$ cat config.mk
export PLATFORM = sky130hd
export DESIGN_NAME = reg_write_arbiter
export DESIGN_NICKNAME = d
export VERILOG_FILES = /design/src/rtl/reg_write_arbiter.sv
export SDC_FILE = /design/constraint.sdc
export NUM_CORES = 1
export LEC_CHECK = 0
export BUFFER_PORTS_ARGS = -buffer_cell sky130_fd_sc_hd__buf_4
export CORE_UTILIZATION = 55
export DETAILED_ROUTE_END_ITERATION = 6
export GPL_TIMING_DRIVEN = 0
export PLACE_DENSITY_LB_ADDON = 0.05
export SETUP_SLACK_MARGIN = 0.5
export SLEW_MARGIN = 20
export SYNTH_ARGS = -nofsm -noshare
export SYNTH_HDL_FRONTEND = slang
export SYNTH_SLANG_ARGS = --single-unit
export TNS_END_PERCENT = 5
$ cat constraint.sdc
create_clock -name clk -period 4.7 [get_ports clk]
set_input_delay 0.47 -clock clk [delete_from_list [all_inputs] [get_ports clk]]
set_output_delay 0.47 -clock clk [all_outputs]
set_load 0.02 [all_outputs]
$ cat src/rtl/reg_write_arbiter.sv
// Round-robin write controller driving the in/load/clear controls of one shared register.
// Optional per-requester clear requests are enabled with the REG_ARB_CLEAR_EN macro.
module reg_write_arbiter #(
    parameter int unsigned N  = 8,
    parameter int unsigned R  = 4,
    parameter int unsigned IW = $clog2(R)
) (
    input  logic            clk,
    input  logic            clear_n,
    input  logic [R-1:0]    req,
    input  logic [R*N-1:0]  wdata,
`ifdef REG_ARB_CLEAR_EN
    input  logic [R-1:0]    clr_req,
`endif
    output logic [R-1:0]    ack,
    output logic [N-1:0]    reg_in,
    output logic            reg_load,
    output logic            reg_clear,
    output logic [IW-1:0]   owner,
    output logic            owner_valid
);

    typedef enum logic {IDLE, ISSUE} state_t;

    state_t        state;
    logic [IW-1:0] last;

    logic          win_found_c;
    logic [IW-1:0] win_idx_c;
    logic [N-1:0]  win_data_c;
    int unsigned   cand;

    // Round-robin search starting one past the previous winner
    always_comb begin
        win_found_c = 1'b0;
        win_idx_c   = '0;
        win_data_c  = '0;
        cand        = 0;
        for (int unsigned k = 1; k <= R; k++) begin
            cand = (32'(last) + k) % R;
            if (!win_found_c && req[IW'(cand)]) begin
                win_found_c = 1'b1;
                win_idx_c   = IW'(cand);
                win_data_c  = wdata[cand*N +: N];
            end
        end
    end

    logic          clr_found_c;
    logic [IW-1:0] clr_idx_c;

`ifdef REG_ARB_CLEAR_EN
    // Lowest-index clear request wins
    always_comb begin
        clr_found_c = 1'b0;
        clr_idx_c   = '0;
        for (int i = int'(R) - 1; i >= 0; i--) begin
            if (clr_req[IW'(i)]) begin
                clr_found_c = 1'b1;
                clr_idx_c   = IW'(i);
            end
        end
    end
`else
    assign clr_found_c = 1'b0;
    assign clr_idx_c   = '0;
`endif

    always_ff @(posedge clk or negedge clear_n) begin
        if (!clear_n) begin
            state       <= IDLE;
            last        <= IW'(R - 1);
            ack         <= '0;
            reg_in      <= '0;
            reg_load    <= 1'b0;
            reg_clear   <= 1'b1;
            owner       <= '0;
            owner_valid <= 1'b0;
        end else begin
            case (state)
                IDLE: begin
                    // reg_clear still high here only on the first edge after reset
                    if (reg_clear) begin
                        reg_clear <= 1'b0;
                    end else if (clr_found_c) begin
                        state     <= ISSUE;
                        reg_clear <= 1'b1;
                        ack       <= R'(1) << clr_idx_c;
                    end else if (win_found_c) begin
                        state    <= ISSUE;
                        reg_load <= 1'b1;
                        reg_in   <= win_data_c;
                        ack      <= R'(1) << win_idx_c;
                        last     <= win_idx_c;
                    end
                end
                ISSUE: begin
                    state     <= IDLE;
                    ack       <= '0;
                    reg_load  <= 1'b0;
                    reg_clear <= 1'b0;
                    if (reg_clear) begin
                        owner_valid <= 1'b0;
                    end else begin
                        owner       <= last;
                        owner_valid <= 1'b1;
                    end
                end
                default: state <= IDLE;
            endcase
        end
    end

endmodule

# Word-level counts from Yosys, hierarchy flattened
# Cells that the tools add are included.
[totals] ff_bits=20 wordCells=64 inputBits=38
[classes] n_eq_ne=2 shifts=5 magnitude_cmp=4 n_mux=30 n_addsub=4 reduce_logical=9 n_bitwise=2
[op_table] operator="$shiftx A32 B6 Y8" n=4
[op_table] operator="$mux W8" n=4
[op_table] operator="$mux W1" n=13
[op_table] operator="$lt A2 B3 Y1 const B" n=4
[op_table] operator="$bmux W1 S2" n=4
[op_table] operator="$mux W2" n=4
[op_table] operator="$mux W4" n=2
[op_table] operator="$pmux W4 S2" n=1
[op_table] operator="$add A2 B1 Y2 const B" n=2
[op_table] operator="$add A2 B2 Y2 const B" n=2
[op_table] operator="$ne A2 B2 Y1 const B" n=2
[op_table] operator="$pmux W1 S2" n=2
[op_table] operator="$reduce_and A2 Y1" n=2
[op_table] operator="$shl A1 B2 Y4 const A" n=1
[op_table] operator="$logic_and A1 B1 Y1" n=3
[op_table] operator="$logic_not A1 Y1" n=3
[op_table] operator="$reduce_and A3 Y1" n=1
[op_table] operator="$not A1 Y1" n=2

# Depth between registers and ports, before layout
[logic_depth] depth_word=17 depth_mapped=8

# Worst setup path before layout
# OpenSTA, ideal clock, no wires.
[synth_path] path_type="flip-flop to flip-flop" start="register last[1]" end="register reg_in[6]" t_arrival_ns=1.676 path_stages_with_launch=7 t_required_ns=4.571 path_slack_ns=2.895 setup_ns=0.129 cell_sequence="dfstp_2 buf_6 buf_2 mux2_2 a221o_1 a21oi_1 o22ai_1"
[synth_via] elab_chain_cells=14 word_cells_on_any_way=31 classes_between="add/sub (4); shift (4); mux (16); reduce/logical (7)"
[synth_rtl] item="start, declared" line="26" rtl="logic [IW-1:0] last;"
[synth_rtl] item="start signal, assigned" line="72" rtl="last <= IW'(R - 1);"
[synth_rtl] item="start signal, assigned" line="94" rtl="last <= win_idx_c;"
[synth_rtl] item="$add A2 B1 Y2" line="40" rtl="cand = (32'(last) + k) % R;"
[synth_rtl] item="$bmux W1 S2" line="41" rtl="if (!win_found_c && req[IW'(cand)]) begin"
[synth_rtl] item="$mux W1 (implied by the code)" line="41"
[synth_rtl] item="$mux W1" line="41"
[synth_rtl] item="$logic_not A1 Y1" line="41"
[synth_rtl] item="$logic_and A1 B1 Y1" line="41"
[synth_rtl] item="$mux W1" line="41"
[synth_rtl] item="$logic_not A1 Y1" line="41"
[synth_rtl] item="$logic_and A1 B1 Y1" line="41"
[synth_rtl] item="$mux W1" line="41"
[synth_rtl] item="$logic_not A1 Y1" line="41"
[synth_rtl] item="$logic_and A1 B1 Y1" line="41"
[synth_rtl] item="$mux W1" line="41"
[synth_rtl] item="$reduce_and A3 Y1 (no source line)"
[synth_rtl] item="end signal, assigned" line="92" rtl="reg_in <= win_data_c;"
[synth_rtl] item="end, declared" line="16" rtl="output logic [N-1:0] reg_in,"
# Parallel ways exist; a longest one is shown, timed or not. The select of a mux whose other input is x is not followed.
# A chain may end at the register's enable or synchronous reset.

# Final worst setup path
[layout_path] start="register last[1]" end="register reg_in[4]"
# The elaborated chain is that of the path after synthesis.

==> results.md <==
- Outcome: finished, violations left
- Failing checks: DRC
- WL/cell: between 15 and 20 um
- Min-Delay Path Class: in -> async
- Final WL: 5.63 mm
- Syn Nets: ~260
- Largest net degree at the start of global routing: 21
- Hold buffers post-CTS: 0
- Initial Util: about 60%
- Port Buffers: between 50 and 60
- Kind of critical path: reg -> reg
- Residual DRC: 2
- GRT Util Overall: approximately a third
- Leak: a little over 1 nW
- Achievable Freq: between 400 and 500 MHz
- Core box area: 0.00313 mm^2
- H-tree levels: 1
- Layout area overhead: 25.9%
- # diodes: 0
- Std cell rows: 20
- Fin crit share: about 44%
- Commonest non-fill, non-tap cell in the layout: buf_4
- Placer Congestion: between 0.9 and 1
- Worst-Margin Slew: 0.633 ns
- Via Count: 2102
- Layout net count: about 320
- Post-DRT Antenna Nets: 0
- Crit-path cells: buf_6 -> buf_2 -> nor3b_2 -> a222oi_1 -> nand3_1 -> a21oi_1 -> o22ai_1
- Layout Utilization: about 74%
- Final Hold Fails: 0
- Post-CTS setup buffers: 0
- CTS buffer count: 3
- Worst path required time: slightly below 5 ns
- R2R Setup Slk: 2.61 ns
- Ports: between 50 and 60
- WP depth: 7
- Buffers & Inverters on Critical Path: 2
- Clk pin slew, worst setup/hold paths: between 0.1 and 0.15 ns
- Pwr Density: 359 mW/mm^2
- Post-cts repair resize count: 0
- Count of unique library cells instantiated by Yosys: 44
- Post-synthesis sequential area ratio: between 20% and 30%
- Max stage delay on crit path: between 0.5 and 0.6 ns
- Crit. End Element: flip-flop
- FF/Latch Area: 504 um^2
- CTS tree: built
- CP max FO: 10
- Share of cells above drive strength 1: around a third
- Yosys warnings: 0
- Max IR drop VDD: around 280 uV
- Filler cell count: around 280
- Commonest cells after routing, fill and taps aside: buf_4, nand2_1, nor2_1
- Post-Syn Instances: approximately 230
- Ys async rst share: 100%
- Drt pass-1 iters: 7
- DR iter-0 viols: around 240
- Startpoint types: flip-flop
- Grt total ovfl: 0
- Number of antenna violations at the first check in global routing: 0
- Hpwl dp: 4.10 mm
- Netlist Area Pre-Place: ~0.0018 mm^2
- CP max-delay cell: dfstp_2
- Critical Path AT: around 2.3 ns
- Final hold slack: about 0.011 ns
- Final Critical Period: 2.09 ns
- Die area: 0.00359 mm^2
- Clk root buf: clkbuf_4
- DR vias/cell: 6.43
- Final TNS setup: 0 ns
- Max Clock Skew: between 0.007 and 0.008 ns
- CP top delay family: compound AO/OA/AOI/OAI gates
- Main synth FF type: dfrtp_1
- Rel. slew slack: between 50% and 60%
- Die Width: between 50 and 60 um
- Clock sink count: 20
- Max Cap Violations: 0
- First-pass GRT wire length: between 8 and 9 mm
- Setup violators final: 0
- Max Slew Vio Count: 0
- Path depth of the worst reg2reg path: 7
- RSZ-0062 raised after global routing: false
- Later-pin clock latency in the skew report: roughly 0.31 ns
- Area of the multi-input gates: 0.00121 mm^2
- Mapped Avg Cell Area: about 8 um^2
- Flops & latches, synth: 20
- Vias in the first global route: ~1900
- Post-synth EDFFs: 0
- Deepest clock path buffer count: 2
- Die Ht: around 60 um
[cells in the mapped netlist, types with 4 or more instances]
| cell type | count | area [um^2] |
|---|---|---|
| a21oi_1 | 17 | 85.1 |
| a221o_1 | 8 | 80.1 |
| a222oi_1 | 14 | 140 |
| and3b_1 | 4 | 35.0 |
| buf_2 | 8 | 40.0 |
| clkbuf_1 | 6 | 22.5 |
| dfrtp_1 | 17 | 425 |
| inv_1 | 5 | 18.8 |
| mux2_2 | 17 | 191 |
| mux2i_1 | 8 | 80.1 |
| nand2_1 | 34 | 128 |
| nand3_1 | 8 | 40.0 |
| nor2_1 | 18 | 67.6 |
| nor2b_1 | 4 | 25.0 |
| o21ai_0 | 11 | 55.1 |
| o22ai_1 | 8 | 50.1 |
[metrics by stage]
| step | std cells | setup slack (ns) | total power [mW] | cell area [um^2] |
|---|---|---|---|---|
| 2_1_floorplan | 226 | 2.89 | 0.572 | 1850 |
| 3_3_place_gp | 323 | 2.57 | 0.738 | 2300 |
| 3_5_place_dp | 323 | 2.54 | 0.746 | 2300 |
| 4_1_cts | 327 | 2.63 | 0.829 | 2330 |
| 5_1_grt | 327 | 2.49 | 0.889 | 2330 |
| 6_report | 327 | 2.61 | 0.835 | 2330 |
[layer usage]
metal	GRT usage, %	vias up	share of wire (%)
met5	0	-	0
li1	-	982	-
met4	12.3	0	1.7
met1	43.6	976	40
met3	6.93	10	10
met2	54.0	134	49
[worst paths after layout]
kind | from | endpoint
min | clear_n | owner[0]
max in group asynchronous | clear_n | reg_clear
min in group clk | ack[3] | ack[3]
max reg2reg | last[1] | reg_in[4]
max | last[1] | reg_in[4]
min reg2reg | ack[3] | ack[3]
[layout make-up]
type | instances | area share, %
multi-input cells | 180 | 52.0
flip-flops and latches | 20 | 21.7
repair buffers | 53 | 17.1
plain buffers | 21 | 4.95
well taps | 44 | 2.37
clock buffers | 4 | 1.13
inverters | 5 | 0.807
[power breakdown]
group / internal, mW / switching (mW)
sequential: 0.219 / 0.0258
clock: 0.0332 / 0.0513
combinational: 0.220 / 0.286
total: 0.472 / 0.363
[logic make-up (layout without fill, tap and decap cells)]
family,count (synthesis),count (layout),share of synthesized area [%]
simple gates,80,80,21.3
compound gates,74,74,29.2
buf+inv,26,83,7.25
mux,25,25,14.7
flops,20,20,27.3
other cells,1,1,0.203
[sequential cells by signal, indices dropped and copies added, names as in the netlist]
register	cells
ack	4
last	2
owner	2
owner_valid	1
reg_clear	1
reg_in	8
reg_load	1
state	1
No activity file was read; power rests on OpenSTA's default activity.
